[src/rtl/hazard_ctrl.sv]
// Pipeline hazard unit: tracks EX/MEM destination shadows, raises load-use and
// branch-operand stalls, flushes IF/ID on a taken BEQ, and counts stall cycles.
module hazard_ctrl (
    input  logic        clk,
    input  logic        rst_n,
    input  logic        id_valid,
    input  logic [5:0]  id_opcode,
    input  logic [4:0]  id_rs,
    input  logic [4:0]  id_rt,
    input  logic [4:0]  id_rd,
    input  logic        branch_taken,
    output logic        hazard_detected,
    output logic        pc_write,
    output logic        ifid_write,
    output logic        ifid_flush,
    output logic [15:0] stall_cnt
);

    localparam logic [5:0] OP_RTYPE = 6'b000000;
    localparam logic [5:0] OP_BEQ   = 6'b000100;
    localparam logic [5:0] OP_ADDI  = 6'b001000;
    localparam logic [5:0] OP_LW    = 6'b100011;
    localparam logic [5:0] OP_SW    = 6'b101011;

    logic       reads_rs;
    logic       reads_rt;
    logic       writes;
    logic       memread;
    logic       is_beq;
    logic [4:0] dec_dst;

    logic [4:0] ex_dst;
    logic       ex_rw;
    logic       ex_mr;
    logic [4:0] mem_dst;
    logic       mem_rw;
    logic       mem_mr;

    logic       ex_match;
    logic       mem_match;
    logic       load_use;
    logic       branch_alu;
    logic       branch_load;
    logic       issue;

    function automatic logic [15:0] sat_inc(input logic [15:0] v);
        return (v == 16'hFFFF) ? v : v + 16'd1;
    endfunction

    function automatic logic dst_match(input logic [4:0] dst, input logic valid,
                                       input logic [4:0] rs, input logic use_rs,
                                       input logic [4:0] rt, input logic use_rt);
        return valid && (dst != 5'd0) &&
               ((use_rs && (dst == rs)) || (use_rt && (dst == rt)));
    endfunction

    always_comb begin
        reads_rs = 1'b0;
        reads_rt = 1'b0;
        writes   = 1'b0;
        memread  = 1'b0;
        dec_dst  = 5'd0;
        unique case (id_opcode)
            OP_LW: begin
                reads_rs = 1'b1;
                writes   = 1'b1;
                memread  = 1'b1;
                dec_dst  = id_rt;
            end
            OP_SW: begin
                reads_rs = 1'b1;
                reads_rt = 1'b1;
            end
            OP_ADDI: begin
                reads_rs = 1'b1;
                writes   = 1'b1;
                dec_dst  = id_rt;
            end
            OP_BEQ: begin
                reads_rs = 1'b1;
                reads_rt = 1'b1;
            end
            OP_RTYPE: begin
                reads_rs = 1'b1;
                reads_rt = 1'b1;
                writes   = 1'b1;
                dec_dst  = id_rd;
            end
            default: ;
        endcase
    end

    assign is_beq = (id_opcode == OP_BEQ);

    always_comb begin
        ex_match    = dst_match(ex_dst, id_valid, id_rs, reads_rs, id_rt, reads_rt);
        mem_match   = dst_match(mem_dst, id_valid, id_rs, reads_rs, id_rt, reads_rt);
        load_use    = ex_mr && ex_match;
        branch_alu  = is_beq && ex_rw && !ex_mr && ex_match;
        // mr is only ever set together with rw, so requiring both is equivalent
        branch_load = is_beq && mem_rw && mem_mr && mem_match;
    end

    assign hazard_detected = load_use || branch_alu || branch_load;
    assign pc_write        = !hazard_detected;
    assign ifid_write      = !hazard_detected;
    assign ifid_flush      = id_valid && is_beq && branch_taken && !hazard_detected;
    assign issue           = id_valid && !hazard_detected;

    // EX/MEM shadow advance; a stalled or empty ID slot enters EX as a bubble
    always_ff @(posedge clk or negedge rst_n) begin
        if (!rst_n) begin
            ex_dst    <= 5'd0;
            ex_rw     <= 1'b0;
            ex_mr     <= 1'b0;
            mem_dst   <= 5'd0;
            mem_rw    <= 1'b0;
            mem_mr    <= 1'b0;
            stall_cnt <= 16'd0;
        end else begin
            mem_dst <= ex_dst;
            mem_rw  <= ex_rw;
            mem_mr  <= ex_mr;
            ex_dst  <= issue ? dec_dst : 5'd0;
            ex_rw   <= issue ? writes  : 1'b0;
            ex_mr   <= issue ? memread : 1'b0;
            if (hazard_detected) begin
                stall_cnt <= sat_inc(stall_cnt);
            end
        end
    end

endmodule

[config.mk]
export PLATFORM = sky130hd
export DESIGN_NAME = hazard_ctrl
export DESIGN_NICKNAME = d
export VERILOG_FILES = /design/src/rtl/hazard_ctrl.sv
export SDC_FILE = /design/constraint.sdc
export NUM_CORES = 1
export LEC_CHECK = 0
export CAP_MARGIN = 40
export CORE_ASPECT_RATIO = 0.6
export CORE_MARGIN = 3
export CORE_UTILIZATION = 43
export DETAILED_ROUTE_END_ITERATION = 8
export PLACE_DENSITY_LB_ADDON = 0.3
export SYNTH_ARGS = -nofsm -noshare
export SYNTH_HDL_FRONTEND = slang
export SYNTH_SLANG_ARGS = --single-unit
[constraint.sdc]
create_clock -name clk -period 2.3 [get_ports clk]
set_clock_uncertainty 0.2 [all_clocks]
set_input_delay 0.23 -clock clk [delete_from_list [all_inputs] [get_ports clk]]
set_output_delay 0.23 -clock clk [all_outputs]
set_load 0.01 [all_outputs]
==> flow_summary.yaml <==
drt:
  ant_nets: 0
  dr.pass1.iters: 4
  routed-via-count: 1679
  drc: 0
  dr.first_iter.drc_count: 117
  drt_wl_total_mm: 5.95
  via_per_inst: 5.75
  wire_per_inst_um: 20.4
critical_path:
  crit_end: "ifid_flush"
  crit_path_top_delay_cell: "or4_4"
  worst_setup_path_end_kind: "output port"
  worstPathMaxFanout: 2
  worstPathRequired_ps: 1870
  max_stage_delay_ps: 540
  reg2reg_to: "stall_cnt[14]"
  ff2ff_path_depth: 11
  rr_startpoint: "mem_dst[1]"
  startpoint: "mem_dst[1]"
  start_kind: "flip-flop"
  crit_chain: "or4_4, o2111ai_2, nor2_2, and2_4, or3b_4, nor3_4, buf_2"
  criticalPathCategory: "reg2out"
  arrival_ps: 2320
  r2r_slack_ps: -220
sta:
  fin_setup_tns_ps: -3110
  drv_slew: 0
  finalCritPeriodShare: 1.19
  finalWorstSetupSlack_ps: -447
  setup_viol: 26
  rsz0062_at_grt: "yes"
  relSlewSlack: 0.696
  fin_crit_ps: 2750
  hold_violations: 0
  max_slew.worst_pin.slew_ps: 450
  max_clock_freq_mhz: 364
power:
  p_per_area_mw_per_mm2: 404
  power.net_switching_mw: 0.265
  p_clk_frac: 0.397
  power.leakage_nw: 1.14
  p_int_mw: 0.842
  seqPwrFrac: 0.481
  p_sw_frac: 0.240
  vdd_drop_max_mv: 0.295
  p_comb_frac: 0.123
clock_network:
  cts.sinks: 30
  cts-root-buf: "clkbuf_8"
  cts_buffer_depth: 2
  clk_pin_slew_ps: 60
  numCtsBuffers: 5
  cts_tree: "done"
  clk_latency_ps: 280
  htree_levels: 2
  postCtsHoldBufs: 0
floorplanning:
  die_h_um: 54.6
  die_area_mm2: 0.00475
  io_pins: 45
  core_area_mm2: 0.00350
  rows: 16
  dieWidth_um: 87.0
  start_util: 0.484
synthesis:
  synth.area.top_cells: "dfrtp_1 44%, xnor2_1 16%, o211ai_1 4.4%"
  syn_nets: 191
  synthTopCellsByCount: "30 x dfrtp_1, 30 x xnor2_1, 12 x nor2_1, 10 x o211ai_1, 9 x nand2_1"
  netlist_instances: 165
  ys_seq_elements: 30
  synth_edf_count: 0
  async_flop_share: 1.00
  ys_types: 39
  syn_area_mm2: 0.00169
  yosys_warnings: 0
  yosysTopAreaCell: "dfrtp_1"
  syn_avg_cell_area_um2: 10.3
  synth_top_area_frac: 0.443
  yosysSeqAreaShare: 0.443
  synth-main-ff-cell: "dfrtp_1"
layout:
  n_antenna_cell: 0
  layout-drive-gt1-share: 0.308
  fill_cells: 217
  area_growth_pct: 61.7
  final_util: 0.782
  nets: 272
placed_design:
  io_buffers: 44
  dp_hpwl_mm: 3.64
  place_ws_ps: -701
  gp_congestion: 0.946
grt:
  grt_pass1_wl_mm: 8.97
  grt-ovfl-total: 0
  grt_usage: 0.260
  grt_pass1_vias: 1702
  antenna_found_initial: 0
  grt_max_degree: 31
outcome:
  status: "complete, but fails checks"
  violations: "setup timing"
hold_path:
  min_path_type: "in2async"
run:
  cap_violations: 0
[what timing repair did]
item | CTS | global route
endpoints found under the setup margin | 26 | 27
gates resized for setup | 50 | 15
setup buffers | 11 | 4
pin swaps | 10 | 16
[how the worst min path moves through the flow]
stage / slack (ps) / from / end / depth (start not counted)
finish: 140 / rst_n / stall_cnt[7] / 2
global route: 170 / rst_n / stall_cnt[7] / 2
CTS: 140 / rst_n / stall_cnt[15] / 2
detailed placement: 170 / ex_rw / mem_rw / 0
global placement: 170 / ex_rw / mem_rw / 0
floorplan: -270 / rst_n / ex_dst[0] / 0
[power groups by stage]
stage / sequential (mW) / combinational (mW) / clock, mW
global route: 0.532 / 0.143 / 0.468
global placement: 0.541 / 0.113 / 0
detailed placement: 0.541 / 0.116 / 0
CTS: 0.532 / 0.123 / 0.446
floorplan: 0.542 / 0.0348 / 0
finish: 0.532 / 0.136 / 0.439
[critical path, delay by kind of cell, from the launching register on]
kind | cells | cell delay [ps]
buf+inv | 1 | 160
compound gates | 1 | 210
flops | 1 | 390
simple gates | 5 | 1260
[registers in the layout (all words and copies together), names as in the netlist]
signal	cells
ex_dst	5
mem_mr	1
stall_cnt	16
ex_mr	1
mem_dst	5
ex_rw	1
mem_rw	1
[metrics by stage]
step | instance area, um2 | instances | total power, mW | hold WS (ps)
after global routing | 2740 | 292 | 1.14 | 167
after floorplan | 1700 | 165 | 0.576 | -266
after global placement | 2360 | 275 | 0.654 | 168
final | 2740 | 292 | 1.11 | 135
after detailed placement | 2360 | 275 | 0.658 | 170
after CTS | 2700 | 294 | 1.10 | 141
[logic make-up after synthesis]
group / Yosys count / share of synthesized area
AND/OR/NAND/NOR: 59 / 0.205
XOR/XNOR: 33 / 0.171
flip-flops: 30 / 0.443
AO/OA/AOI/OAI: 28 / 0.118
buffers and inverters: 11 / 0.0362
multiplexers: 3 / 0.0199
adder cells (fa/ha/maj): 1 / 0.00738
[per-layer routing]
| layer | GRT usage | vias up | part of all wire |
|---|---|---|---|
| li1 | - | 765 | - |
| met1 | 0.341 | 834 | 0.45 |
| met2 | 0.428 | 76 | 0.47 |
| met3 | 0.0902 | 4 | 0.078 |
| met4 | 0.0440 | 0 | 0.0042 |
| met5 | 0 | - | 0 |
[layout by cell type, fill, tap and decap left out, types with 2 or more instances in the layout]
master / count
clkbuf_8: 6
nor2_1: 8
nor3_1: 3
o211ai_1: 10
inv_1: 3
and2_1: 2
nand4_1: 4
dfrtp_1: 30
and3_1: 5
nand2_1: 9
dlymetal6s2s_1: 2
nand3_1: 6
o2111ai_4: 2
xnor2_1: 28
nor2_4: 2
xor2_1: 3
mux2_4: 3
nor2_2: 2
o21ai_4: 2
nor4_2: 2
xnor2_2: 2
a21oi_1: 3
buf_6: 7
or4_4: 2
clkdlybuf4s50_1: 38
buf_12: 2
buf_4: 31
a22oi_1: 5
[layout make-up]
| cell class | instances | area (um2) | share of cell area |
|---|---|---|---|
| tap | 45 | 56.3 | 0.0205 |
| clock buffer | 7 | 86.3 | 0.0315 |
| inverter | 4 | 15.0 | 0.00548 |
| clock inverter | 1 | 5.00 | 0.00183 |
| sequential | 30 | 751 | 0.274 |
| timing repair buffer | 81 | 762 | 0.278 |
| multi-input combinational | 124 | 1060 | 0.389 |
No activity file was read; power rests on OpenSTA's default activity.
